File: src/rtl/bcd_pkg.sv
// Shared types and constants for the digit-serial BCD adder.
package bcd_pkg;

    localparam int DIGIT_W = 4;

    typedef logic [DIGIT_W-1:0] bcd_digit_t;

    typedef enum logic [1:0] {
        IDLE,
        RUN,
        DONE
    } state_t;

endpackage

File: src/rtl/bcd_fadd.sv
// One-digit BCD full adder: sum = (a+b+cin) mod 10, cout when a+b+cin >= 10.
module bcd_fadd
    import bcd_pkg::*;
(
    input  bcd_digit_t a,
    input  bcd_digit_t b,
    input  logic       cin,
    output bcd_digit_t sum,
    output logic       cout
);

    logic [DIGIT_W:0] raw;

    always_comb begin
        raw  = {1'b0, a} + {1'b0, b} + {{DIGIT_W{1'b0}}, cin};
        cout = (raw >= 5'd10);
        sum  = cout ? DIGIT_W'(raw - 5'd10) : raw[DIGIT_W-1:0];
    end

endmodule

File: src/rtl/bcd_serial_add_ctrl.sv
// Digit-serial BCD adder controller sequencing one bcd_fadd over DIGITS digits.
// Optional invalid-digit check enabled by defining BCD_SERIAL_DIGIT_CHECK_EN.
module bcd_serial_add_ctrl
    import bcd_pkg::*;
#(
    parameter int DIGITS = 100
) (
    input  logic                      clk,
    input  logic                      resetn,
    input  logic                      in_valid,
    output logic                      in_ready,
    input  logic [DIGIT_W*DIGITS-1:0] a,
    input  logic [DIGIT_W*DIGITS-1:0] b,
    input  logic                      cin,
    output logic                      out_valid,
    input  logic                      out_ready,
    output logic [DIGIT_W*DIGITS-1:0] sum,
    output logic                      cout,
    output logic                      err
);

    localparam int W     = DIGIT_W * DIGITS;
    localparam int CNT_W = $clog2(DIGITS);

    state_t           state;
    logic [W-1:0]     a_sr;
    logic [W-1:0]     b_sr;
    logic [CNT_W-1:0] cnt;
    bcd_digit_t       dig_sum;
    logic             dig_cout;

    bcd_fadd u_fadd (
        .a    (a_sr[DIGIT_W-1:0]),
        .b    (b_sr[DIGIT_W-1:0]),
        .cin  (cout),
        .sum  (dig_sum),
        .cout (dig_cout)
    );

    always_ff @(posedge clk or negedge resetn) begin
        if (!resetn) begin
            state     <= IDLE;
            in_ready  <= 1'b1;
            out_valid <= 1'b0;
            a_sr      <= '0;
            b_sr      <= '0;
            sum       <= '0;
            cout      <= 1'b0;
            cnt       <= '0;
`ifdef BCD_SERIAL_DIGIT_CHECK_EN
            err       <= 1'b0;
`endif
        end else begin
            case (state)
                IDLE: begin
                    if (in_valid && in_ready) begin
                        a_sr     <= a;
                        b_sr     <= b;
                        cout     <= cin;
                        cnt      <= '0;
`ifdef BCD_SERIAL_DIGIT_CHECK_EN
                        err      <= 1'b0;
`endif
                        in_ready <= 1'b0;
                        state    <= RUN;
                    end
                end
                RUN: begin
                    a_sr <= {{DIGIT_W{1'b0}}, a_sr[W-1:DIGIT_W]};
                    b_sr <= {{DIGIT_W{1'b0}}, b_sr[W-1:DIGIT_W]};
                    sum  <= {dig_sum, sum[W-1:DIGIT_W]};
                    cout <= dig_cout;
`ifdef BCD_SERIAL_DIGIT_CHECK_EN
                    if (a_sr[DIGIT_W-1:0] > 4'd9 || b_sr[DIGIT_W-1:0] > 4'd9)
                        err <= 1'b1;
`endif
                    // Counter parks at DIGITS-1 on the last digit so it never wraps.
                    if (cnt == CNT_W'(DIGITS - 1)) begin
                        out_valid <= 1'b1;
                        state     <= DONE;
                    end else begin
                        cnt <= cnt + 1'b1;
                    end
                end
                DONE: begin
                    if (out_ready) begin
                        out_valid <= 1'b0;
                        in_ready  <= 1'b1;
                        state     <= IDLE;
                    end
                end
                default: state <= IDLE;
            endcase
        end
    end

`ifndef BCD_SERIAL_DIGIT_CHECK_EN
    assign err = 1'b0;
`endif

endmodule

File: config.mk
export PLATFORM = sky130hd
export DESIGN_NAME = bcd_serial_add_ctrl
export DESIGN_NICKNAME = d
export VERILOG_FILES = /design/src/rtl/bcd_pkg.sv /design/src/rtl/bcd_fadd.sv /design/src/rtl/bcd_serial_add_ctrl.sv
export SDC_FILE = /design/constraint.sdc
export NUM_CORES = 2
export LEC_CHECK = 0
export BUFFER_PORTS_ARGS = -buffer_cell sky130_fd_sc_hd__clkbuf_2
export CAP_MARGIN = 20
export CORE_AREA = 5 5 473 475
export CTS_CLUSTER_DIAMETER = 120
export DETAILED_ROUTE_END_ITERATION = 6
export DIE_AREA = 0 0 478 480
export SLEW_MARGIN = 20
export SYNTH_ARGS = -nofsm -noshare
export SYNTH_HDL_FRONTEND = slang
export SYNTH_SLANG_ARGS = --single-unit
File: constraint.sdc
create_clock -name clk -period 3.1 [get_ports clk]
set_input_delay 0 -clock clk [delete_from_list [all_inputs] [get_ports clk]]
set_output_delay 0 -clock clk [all_outputs]
set_load 0.01 [all_outputs]
==> results.py <==
metrics = {
    "critical_path": {
        "r2r-end": "sum[397]$_DFFE_PN0P_",
        "cp_max_fo": 5,
        "critical_path.cell_chain": "inv_1 -> fa_1 -> fa_1 -> xor2_2 -> ha_1 -> nor2b_1 -> a311oi_2 -> o31ai_2 -> or3_1 -> a31oi_1",
        "crit_path_max_incr_delay_ns": 0.49,
        "critical_path.endpoint_type": "flip-flop",
        "critical_path.most_common_cell": "sky130_fd_sc_hd__fa_1",
        "setup_crit_start_kind": "flip-flop",
        "worst-r2r-setup-slack_ns": 0.19,
        "arrival_ns": 3.63,
        "worst_path_dominant_cell_family": "adder cells",
        "worst-setup-path-type": "reg2reg",
        "r2r.worst_path.cells": 10,
        "rr_startpoint": "a_sr[0]$_DFFE_PN0P_",
        "worst_ep_required_time_ns": 3.83,
        "timing.critical_path.slowest_stage_cell": "sky130_fd_sc_hd__fa_1",
        "worstPathBufferInverterCount": 1,
    },
    "grt": {
        "grt_first_pass_wirelength_um": 345000,
        "vias_in_the_first_global_route": 57100,
        "grt_usage": 0.192,
        "gr-total-overflow": 0,
        "maximum_number_of_pins_on_one_net_before_global_route_repair": 158,
        "grt_antenna_before_repair": 62,
    },
    "floorplan": {
        "io_pins": 1209,
        "floorplan.rows": 172,
        "design.die.area_um2": 229000,
        "floorplan.initialDensity": 0.235,
        "die_x_um": 478,
        "die_ht_um": 480,
        "coreArea_um2": 219000,
    },
    "detailed_routing": {
        "drc_errors": 5,
        "detail_route.vias_per_cell": 4.79,
        "detail_route.iter0.violations": 5385,
        "1st_pass_router_iterations": 7,
        "final_antenna_net_count": 0,
        "via_count": 56200,
        "postRouteWirelength_um": 230000,
        "wire_per_inst_um": 19.6,
    },
    "power_and_ir_drop": {
        "pwr_density_cell_nw_per_um2": 711,
        "p_sw_frac": 0.354,
        "design_power_total_mw": 57.5,
        "power.static_leakage_nw": 39.1,
        "p_comb_frac": 0.276,
        "internal-power_mw": 37.1,
        "max-vdd-ir-drop_v": 0.000489,
        "seq_power_share": 0.426,
        "power_switching_mw": 20.4,
        "clockPowerShare": 0.298,
    },
    "outcome": {
        "outcome": "finished with violations",
        "violated_checks": "DRC",
    },
    "sta": {
        "worst_slew_pin_slew_ns": 0.804,
        "maxSlewViolCount": 0,
        "max_slew_margin": 0.462,
        "tns_ns": 0,
        "setup_violations": 0,
        "timing.fmax_ghz": 0.344,
        "min_period_ns": 2.91,
        "final_critical_path_setup_slack_ns": 0.190,
        "timing_hold_violations_final": 0,
        "finalClockSkew_ns": 0.0553,
        "setup_repair_after_global_routing_missed_its_margin": "no",
        "fin_crit_sh": 0.939,
    },
    "min_path": {
        "min_from": "a[340]",
        "whs_endpoint": "a_sr[340]$_DFFE_PN0P_",
        "worst_hold_path_type": "in2reg",
        "min_delay_path_depth": 4,
    },
    "place": {
        "post-dp-hpwl_um": 146000,
        "finalWeightedCongestion": 0.918,
        "preCtsSetupSlack_ns": 0.196,
        "place_area_um2": 60800,
        "port-buffer-count": 1207,
    },
    "synthesis": {
        "synth_sequential_area_ratio": 0.590,
        "most_common_flop_cell_mapped_by_yosys": "sky130_fd_sc_hd__dfrtp_1",
        "avgSynthCellArea_um2": 8.38,
        "ys_seq_elements": 1212,
        "synthesis_warning_total": 0,
        "synth_cell_type_count": 45,
        "library_cell_occupying_the_most_area_in_the_post_synthesis_netlist": "sky130_fd_sc_hd__dfrtp_1",
        "synth_enable_flop_cells": 0,
        "synth_cells": 6128,
        "synth.top_cells.by_area": "sky130_fd_sc_hd__dfrtp_1 59%, sky130_fd_sc_hd__nand2_1 20%, sky130_fd_sc_hd__a31oi_1 9.7%",
        "syn_nets": 6940,
        "synth_area_um2": 51400,
        "async_flop_share": 1.00,
        "synth_top_area_frac": 0.590,
    },
    "clock_tree": {
        "library_cell_used_as_clock_root_buffer": "sky130_fd_sc_hd__clkbuf_16",
        "clk-insertion-delay-late_ns": 0.80,
        "cts_tree": "done",
        "clock_sink_count": 1212,
        "worst_setup_hold_path_clk_slew_ns": 0.06,
        "cts.htree.levels": 4,
        "cts_buffers": 141,
        "post_cts_resize_count": 0,
        "cts_max_path_buffers": 3,
    },
    "cells_and_area": {
        "final_area_um2": 80900,
        "layout.cells.most_common_list": "2778 x sky130_fd_sc_hd__nand2_1, 1515 x sky130_fd_sc_hd__dlygate4sd3_1, 1211 x sky130_fd_sc_hd__dfrtp_1",
        "finalNetCount": 9508,
        "fillers": 20900,
        "mostFrequentLayoutCell": "sky130_fd_sc_hd__nand2_1",
        "layout-drive-gt1-share": 0.181,
        "synth_to_final_area_change_pct": 57.4,
        "area.sequential_um2": 30300,
        "multi_input_area_um2": 19100,
    },
    "flow_run": {
        "max-cap-violations": 0,
    },
}
tightest hold or removal path, cell delays in order:
cell and delay, ns:
sky130_fd_sc_hd__dlygate4sd3_1 0.53, sky130_fd_sc_hd__clkbuf_2 0.16, sky130_fd_sc_hd__nand2_1 0.08, sky130_fd_sc_hd__a31oi_1 0.08
metrics by stage:
| stage | utilization | hold slack, ns | instances |
|---|---|---|---|
| floorplan | - | -0.296 | 6128 |
| global route | 0.369 | 0.0375 | 11700 |
| finish | 0.369 | 0.0943 | 11700 |
| CTS | 0.369 | 0.000300 | 11700 |
| detailed placement | 0.278 | 0.0247 | 9908 |
| global placement | 0.278 | 0.0282 | 9908 |
power by group through the flow:
stage	sequential (mW)	clock (mW)	combinational, mW
after floorplan	23.3	0	9.04
after global placement	24.3	0	13.3
after detailed placement	24.5	0	13.6
after CTS	24.3	17.6	15.3
after global routing	25.1	18.2	17.6
final	24.5	17.1	15.9
logic make-up (layout without fill, tap and decap cells):
| logic type | after synthesis | in the layout | share of synthesized area |
|---|---|---|---|
| AO/OA/AOI/OAI | 837 | 837 | 0.103 |
| adder cells (fa/ha/maj) | 7 | 7 | 0.00200 |
| buffers and inverters | 459 | 3135 | 0.0387 |
| XOR/XNOR | 1 | 1 | 0.000317 |
| other | 1 | 60 | 0.0000730 |
| AND/OR/NAND/NOR | 3608 | 3608 | 0.265 |
| multiplexers | 3 | 3 | 0.000633 |
| flip-flops | 1212 | 1212 | 0.590 |
layout make-up:
cell class,instances,area share
sequential,1212,0.375
timing repair buffer,2873,0.284
multi-input combinational,4457,0.236
clock buffer,198,0.0493
tap,2871,0.0444
clock inverter,53,0.00907
antenna,59,0.00183
inverter,11,0.000511
per-layer routing:
layer	global-route usage	vias up	share of wire
li1	-	25100	-
met1	0.233	26900	0.39
met2	0.313	3268	0.46
met3	0.0491	883	0.086
met4	0.103	8	0.061
met5	0.000207	-	0.00017
synth_stat cells (2+ instances only):
| master | number |
|---|---|
| sky130_fd_sc_hd__dfrtp_1 | 1211 |
| sky130_fd_sc_hd__nand2_1 | 2778 |
| sky130_fd_sc_hd__nand2b_1 | 3 |
| sky130_fd_sc_hd__nor3_1 | 2 |
| sky130_fd_sc_hd__and2_1 | 2 |
| sky130_fd_sc_hd__inv_1 | 11 |
| sky130_fd_sc_hd__a31oi_1 | 796 |
| sky130_fd_sc_hd__nor2_1 | 803 |
| sky130_fd_sc_hd__and3_1 | 2 |
| sky130_fd_sc_hd__a21oi_1 | 7 |
| sky130_fd_sc_hd__nand4_1 | 2 |
| sky130_fd_sc_hd__nor2b_1 | 2 |
| sky130_fd_sc_hd__ha_1 | 5 |
| sky130_fd_sc_hd__buf_4 | 3 |
| sky130_fd_sc_hd__nand3_1 | 5 |
| sky130_fd_sc_hd__buf_2 | 201 |
| sky130_fd_sc_hd__a22o_1 | 10 |
| sky130_fd_sc_hd__nor3b_1 | 3 |
| sky130_fd_sc_hd__buf_1 | 45 |
| sky130_fd_sc_hd__fa_1 | 2 |
| sky130_fd_sc_hd__mux2_2 | 2 |
| sky130_fd_sc_hd__o21ai_0 | 12 |
| sky130_fd_sc_hd__o21bai_1 | 2 |
| sky130_fd_sc_hd__clkbuf_2 | 2 |
| sky130_fd_sc_hd__clkbuf_1 | 197 |
sequential cells by signal, summed over array words and instances, names as in the netlist:
name	cells
b_sr	400
state	2
cout	1
in_ready	1
cnt	7
sum	400
a_sr	400
out_valid	1
worst max-delay path by stage:
stage | from | endpoint | slack (ns) | cells past startpoint
CTS | cout$_DFFE_PN0P_ | sum[397]$_DFFE_PN0P_ | 0.20 | 10
global placement | cout$_DFFE_PN0P_ | sum[397]$_DFFE_PN0P_ | 0.15 | 10
finish | a_sr[0]$_DFFE_PN0P_ | sum[397]$_DFFE_PN0P_ | 0.19 | 10
global route | cout$_DFFE_PN0P_ | sum[397]$_DFFE_PN0P_ | 0.05 | 10
detailed placement | cout$_DFFE_PN0P_ | sum[397]$_DFFE_PN0P_ | 0.20 | 10
floorplan | cout$_DFFE_PN0P_ | sum[397]$_DFFE_PN0P_ | 0.16 | 11
what timing repair did:
| action | in CTS | in global routing |
|---|---|---|
| endpoints found under the hold margin | 1979 | 0 |
| setup buffers | 0 | 0 |
| hold buffers | 1516 | 0 |
Note: power is estimated with default switching activity, not from simulation.
